### config.mk
export PLATFORM = sky130hd
export DESIGN_NAME = vape_region_guard
export DESIGN_NICKNAME = d
export VERILOG_FILES = /design/src/rtl/vape_pkg.sv /design/src/rtl/vape_range_hit.sv /design/src/rtl/vape_region_guard.sv
export SDC_FILE = /design/constraint.sdc
export NUM_CORES = 1
export LEC_CHECK = 0
export CORE_AREA = 2 2 101 113
export DETAILED_ROUTE_END_ITERATION = 6
export DIE_AREA = 0 0 103 115
export PLACE_DENSITY_LB_ADDON = 0.08
export SETUP_SLACK_MARGIN = 0.1
export SLEW_MARGIN = 20
export SYNTH_ARGS = -nofsm -noshare
export SYNTH_HDL_FRONTEND = slang
export SYNTH_SLANG_ARGS = --single-unit
### constraint.sdc
create_clock -name clk -period 2.8 [get_ports clk]
set_clock_uncertainty 0.1 [all_clocks]
set_input_delay 0.56 -clock clk [delete_from_list [all_inputs] [get_ports clk]]
set_output_delay 0.56 -clock clk [all_outputs]
set_load 0.05 [all_outputs]
### src/rtl/vape_pkg.sv
`default_nettype none
// ============================================================================
// Module      : vape_pkg
// Description : Shared types and constants for the VAPE region guard: the
//               two-state monitor encoding and the bit positions of the
//               abort-cause vector.
// Revision    : 1.0 - initial release
// ============================================================================
package vape_pkg;

    typedef enum logic {
        ST_ABORT = 1'b0,
        ST_EXEC  = 1'b1
    } state_t;

    // Bit positions inside abort_cause
    localparam int CAUSE_CPU = 0;
    localparam int CAUSE_DMA = 1;
    localparam int CAUSE_ER  = 2;

endpackage
`default_nettype wire

### src/rtl/vape_range_hit.sv
`default_nettype none
// ============================================================================
// Module      : vape_range_hit
// Description : Combinational array of inclusive range comparators. Bit i of
//               o_hit is set when the strobe is active and i_addr lies inside
//               [min_i, max_i]. A region with min_i > max_i can never match.
// Ports       : i_en   - write strobe
//               i_addr - address under test
//               i_min  - packed lower bounds, region i at [i*ADDR_W +: ADDR_W]
//               i_max  - packed upper bounds, same packing
//               o_hit  - per-region hit vector
// Revision    : 1.0 - initial release
// ============================================================================
module vape_range_hit #(
    parameter int ADDR_W = 16,
    parameter int N_REG  = 2
) (
    input  logic                      i_en,
    input  logic [ADDR_W-1:0]         i_addr,
    input  logic [N_REG*ADDR_W-1:0]   i_min,
    input  logic [N_REG*ADDR_W-1:0]   i_max,
    output logic [N_REG-1:0]          o_hit
);

    generate
        for (genvar gi = 0; gi < N_REG; gi++) begin : g_region
            logic [ADDR_W-1:0] w_min;
            logic [ADDR_W-1:0] w_max;

            assign w_min     = i_min[gi*ADDR_W +: ADDR_W];
            assign w_max     = i_max[gi*ADDR_W +: ADDR_W];
            // An inverted range fails one of the two compares for every address
            assign o_hit[gi] = i_en && (i_addr >= w_min) && (i_addr <= w_max);
        end
    endgenerate

endmodule
`default_nettype wire

### src/rtl/vape_region_guard.sv
`default_nettype none
// ============================================================================
// Module      : vape_region_guard
// Description : Multi-region VAPE execution monitor. exec is high only while
//               the executable region was entered at its first instruction
//               and no metadata region, nor the ER bounds, changed since.
//               Latches the cause of the last abort and counts aborts.
// Ports       : clk          - system clock
//               reset        - asynchronous active-high reset
//               pc           - program counter
//               data_addr/en - CPU data-bus write tap
//               dma_addr/en  - DMA write tap
//               er_min/max   - executable region bounds (inclusive)
//               meta_min/max - packed metadata region bounds (inclusive)
//               exec         - ER execution valid
//               abort_cause  - {er_bound_change, dma_hit, cpu_hit}
//               abort_region - regions hit at the last abort
//               viol_cnt     - saturating EXEC->ABORT count
// Revision    : 1.0 - initial release
// ============================================================================
module vape_region_guard
    import vape_pkg::*;
#(
    parameter int ADDR_W = 16,
    parameter int N_REG  = 2,
    parameter int CNT_W  = 8
) (
    input  logic                      clk,
    input  logic                      reset,
    input  logic [ADDR_W-1:0]         pc,
    input  logic [ADDR_W-1:0]         data_addr,
    input  logic                      data_en,
    input  logic [ADDR_W-1:0]         dma_addr,
    input  logic                      dma_en,
    input  logic [ADDR_W-1:0]         er_min,
    input  logic [ADDR_W-1:0]         er_max,
    input  logic [N_REG*ADDR_W-1:0]   meta_min,
    input  logic [N_REG*ADDR_W-1:0]   meta_max,
    output logic                      exec,
    output logic [2:0]                abort_cause,
    output logic [N_REG-1:0]          abort_region,
    output logic [CNT_W-1:0]          viol_cnt
);

    localparam logic [CNT_W-1:0] c_cnt_max = '1;

    logic [N_REG-1:0]  w_cpu_hit_v;
    logic [N_REG-1:0]  w_dma_hit_v;
    logic              w_cpu_hit;
    logic              w_dma_hit;
    logic              w_er_chg;
    logic              w_change;
    logic              w_entry;
    logic [2:0]        w_cause;

    logic [ADDR_W-1:0] r_prev_er_min;
    logic [ADDR_W-1:0] r_prev_er_max;
    logic              r_prev_vld;

    state_t            r_state;
    state_t            w_state_nxt;
    logic              w_abort_evt;
    logic              w_enter_evt;

    logic [2:0]        r_abort_cause;
    logic [N_REG-1:0]  r_abort_region;
    logic [CNT_W-1:0]  r_viol_cnt;

    vape_range_hit #(
        .ADDR_W (ADDR_W),
        .N_REG  (N_REG)
    ) u_cpu_hit (
        .i_en   (data_en),
        .i_addr (data_addr),
        .i_min  (meta_min),
        .i_max  (meta_max),
        .o_hit  (w_cpu_hit_v)
    );

    vape_range_hit #(
        .ADDR_W (ADDR_W),
        .N_REG  (N_REG)
    ) u_dma_hit (
        .i_en   (dma_en),
        .i_addr (dma_addr),
        .i_min  (meta_min),
        .i_max  (meta_max),
        .o_hit  (w_dma_hit_v)
    );

    assign w_cpu_hit = |w_cpu_hit_v;
    assign w_dma_hit = |w_dma_hit_v;

    // prev_vld masks the first cycle after reset, when prev_er_* hold no history
    assign w_er_chg  = r_prev_vld &&
                       ((er_min != r_prev_er_min) || (er_max != r_prev_er_max));
    assign w_change  = w_cpu_hit || w_dma_hit || w_er_chg;
    assign w_entry   = (pc == er_min);

    always_comb begin
        w_cause            = 3'b000;
        w_cause[CAUSE_CPU] = w_cpu_hit;
        w_cause[CAUSE_DMA] = w_dma_hit;
        w_cause[CAUSE_ER]  = w_er_chg;
    end

    always_ff @(posedge clk or posedge reset) begin
        if (reset) begin
            r_prev_er_min <= '0;
            r_prev_er_max <= '0;
            r_prev_vld    <= 1'b0;
        end else begin
            r_prev_er_min <= er_min;
            r_prev_er_max <= er_max;
            r_prev_vld    <= 1'b1;
        end
    end

    always_ff @(posedge clk or posedge reset) begin
        if (reset) begin
            r_state <= ST_ABORT;
        end else begin
            r_state <= w_state_nxt;
        end
    end

    // Entry coinciding with a change is refused: the protected state is not
    // clean at the moment execution would start.
    always_comb begin
        w_state_nxt = r_state;
        w_abort_evt = 1'b0;
        w_enter_evt = 1'b0;
        case (r_state)
            ST_EXEC: begin
                if (w_change) begin
                    w_state_nxt = ST_ABORT;
                    w_abort_evt = 1'b1;
                end
            end
            ST_ABORT: begin
                if (w_entry && !w_change) begin
                    w_state_nxt = ST_EXEC;
                    w_enter_evt = 1'b1;
                end
            end
            default: begin
                w_state_nxt = ST_ABORT;
            end
        endcase
    end

    always_ff @(posedge clk or posedge reset) begin
        if (reset) begin
            r_abort_cause  <= 3'b000;
            r_abort_region <= '0;
            r_viol_cnt     <= '0;
        end else if (w_abort_evt) begin
            r_abort_cause  <= w_cause;
            r_abort_region <= w_cpu_hit_v | w_dma_hit_v;
            if (r_viol_cnt != c_cnt_max) begin
                r_viol_cnt <= r_viol_cnt + CNT_W'(1);
            end
        end else if (w_enter_evt) begin
            r_abort_cause  <= 3'b000;
            r_abort_region <= '0;
        end
    end

    assign exec         = (r_state == ST_EXEC);
    assign abort_cause  = r_abort_cause;
    assign abort_region = r_abort_region;
    assign viol_cnt     = r_viol_cnt;

endmodule
`default_nettype wire

==> reports/results.tsv <==
stage	metric	value	unit
final_layout	post-route cell area	9320	sq um
critical_path	FF-to-FF path depth	10	
yosys	post-synth design cell area	5020	sq um
drt	Iter 0 DRT Violations	170	
critical_path	r2r startpoint	r_prev_er_min[14]	
power_and_ir_drop	VDD IR-drop max	0.524	mV
drt	drc violations	0	
placement	DP Area	7830	sq um
timing	Setup WS post-layout	-0.157	ns
drt	Initial DRT Pass Iterations	4	
global_routing	gr ovfl total	0	
clocking	root buf cell	clkbuf_16	
timing	final hold viol count	0	
timing	Fmax	338	MHz
clocking	CTS tree	built	
yosys	Post-synth EDFFs	0	
clocking	maximum clock path buffer count	2	
hold_path	Hold Path Class	input pin to flip-flop	
yosys	syn_nets	834	
run_status	outcome	finished with violations	
critical_path	crit path launch type	input pin	
placement	placer congestion estimate	0.935	
clocking	CTS Buf Count	5	
placement	Post-DP HPWL	13500	um
critical_path	Setup crit start	meta_min[2]	
global_routing	global-route wire length before repair	26900	um
critical_path	CP Capture Type	flip-flop	
yosys	synth top area cells	ha_1 32%, dfrtp_1 23%, xnor2_1 5.9%	
yosys	commonest cells in the netlist	129 x ha_1, 71 x inv_1, 52 x a21oi_1, 47 x dfrtp_1, 42 x nand2_1	
placement	dpl ws	-0.820	ns
run	max-cap violations	0	
critical_path	CP arrival	3.07	ns
timing	fin crit period	2.96	ns
hold_path	hold depth	1	
drt	wire per inst	20.3	um
yosys	register area share after synthesis	0.234	
critical_path	crit path kind	input pin to flip-flop	
clocking	hold buffer count at CTS	0	
power_and_ir_drop	pwr dens	270	nW/um^2
yosys	count leader, synth	ha_1	
timing	Max Slew Vio Count	0	
die	Initial Utilization	0.468	
die	core area	10700	sq um
yosys	Post-synth ARST share	1.00	
final_layout	area grow syn2layout	85.7	%
drt	Vias/cell	5.65	
timing	worst hold margin	0.332	ns
yosys	Synth Area per Inst	9.01	sq um
drt	Routed WL	20300	um
timing	Slew @ Worst Pin	0.589	ns
drt	Vias	5677	
yosys	post-synthesis register bit count	47	
die	die span in y	115	um
final_layout	layout cells sized above 1	0.457	
run_status	failing checks	negative setup slack	
yosys	number of synthesis warnings	0	
timing	crit share post-route	1.06	
clocking	clk sink count	47	
global_routing	initial antenna violation count	0	
clocking	clock-pin slew on the worst setup and hold paths	0.06	ns
die	Die ar.	11800	sq um
final_layout	# diodes	0	
die	num rows	40	
global_routing	total track usage	0.295	
power_and_ir_drop	leakage	4.51	nW
critical_path	worst r2r dst	abort_cause[0]	
yosys	Synth cell types	50	
clocking	worst skew pair latency	0.29	ns
critical_path	CP required	2.91	ns
yosys	Syn Inst Count	557	
critical_path	crit path to	abort_cause[0]	
critical_path	CP Max Fanout	5	
critical_path	Reg2Reg Setup Slack	0.31	ns
die	DIE WIDTH	103	um
drt	Final ANT Viol Nets	0	
global_routing	largest net degree at the start of global routing	48	
final_layout	nets	1135	
timing	worst rel slew slack	0.607	
yosys	predominant post-synthesis flop cell	dfrtp_1	
placement	IO Port Bufs	161	
timing	endpoints failing setup	9	
timing	unrepaired setup endpoints after global routing	yes	
die	Ports	162	
yosys	top cell type's share of synthesized area	0.322	
clocking	H-Tree Depth	2	
yosys	area leader, netlist	ha_1	
global_routing	vias in the first global route	5849	
## final cells by class
class                      count  area [sq um]
multi-input combinational    438          4880
timing repair buffer         295          2650
fill                         593          1390
sequential                    47          1180
inverter                      71           304
tap                          147           184
clock buffer                   6           129
## power breakdown
group	switching (mW)	total [mW]	leakage (nW)	internal, mW
logic	0.594	1.25	3.88	0.655
clock network	0.226	0.547	0.0628	0.321
registers	0.0115	0.715	0.565	0.704
## sequential cells by signal, summed over array words and instances, names as in the netlist
signal         count
viol_cnt           8
r_prev_vld         1
r_prev_er_max     16
r_prev_er_min     16
exec               1
abort_cause        3
abort_region       2
## worst min path at each step
stage                      from                 to
floorplan             er_max[0]   r_prev_er_max[0]
global placement    viol_cnt[3]        viol_cnt[3]
detailed placement  viol_cnt[3]        viol_cnt[3]
CTS                 viol_cnt[3]        viol_cnt[3]
global route         er_max[15]  r_prev_er_max[15]
finish               er_max[15]  r_prev_er_max[15]
## metal layers
metal	track usage	part of all wire	wire length, um	vias up
met5	0	0	0	-
li1	-	-	-	2620
met4	0.181	0.070	1420	0
met3	0.0517	0.064	1310	125
met1	0.287	0.34	6830	2632
met2	0.565	0.53	10800	300
## per-stage QoR
| step | instances | utilization | setup TNS (ns) | power (mW) |
|---|---|---|---|---|
| floorplan | 557 | - | 0 | 1.13 |
| global placement | 976 | 0.731 | -10.07 | 1.64 |
| detailed placement | 976 | 0.731 | -10.34 | 1.67 |
| CTS | 1000 | 0.802 | -0.794 | 2.33 |
| global route | 1004 | 0.870 | -1.94 | 2.64 |
| finish | 1004 | 0.870 | -1.03 | 2.51 |
## placed cells by master, fill, tap and decap left out, types with 6 or more instances in the layout
cell type        count
xor2_1              16
nand3_1             14
a21oi_2             16
a21oi_1             35
buf_4              125
clkdlybuf4s50_1     59
inv_2               42
inv_1               20
clkdlybuf4s15_1      6
ha_1                58
nor2_1               6
a21o_1               9
nand2_1             36
dfrtp_1             47
dlygate4sd2_1       10
xnor2_1             32
inv_4                6
nand3_2              6
clkbuf_2            25
mux2_4               6
o21ai_1              8
ha_4                67
nand4_1             28
and3_1               6
o21ai_2              8
buf_6               19
dlymetal6s2s_1      46
## kinds of logic after synthesis
logic type      after synthesis  synth area share
buf+inv                      73            0.0549
simple gates                136             0.142
flops                        47             0.234
other cells                   1          0.000747
mux                           8            0.0212
compound gates              113             0.138
fa+ha+maj                   129             0.322
xor+xnor                     50            0.0873
## what timing repair did
action	4_1_cts	5_1_grt
pin swaps	51	67
buffers inserted	17	5
endpoints found under the setup margin	14	14
gates cloned	1	0
gates resized for setup	212	235
## worst max-delay path, stage by stage
cell           delay [ns]
dlygate4sd2_1        0.26
inv_2                0.18
ha_4                 0.24
a211oi_2             0.21
o21ai_1              0.16
a21oi_2              0.23
o41ai_2              0.09
a31oi_1              0.24
buf_4                0.19
nand4_4              0.18
mux2_4               0.39
o21ai_2              0.14
Power figures use the tool's default switching activity.
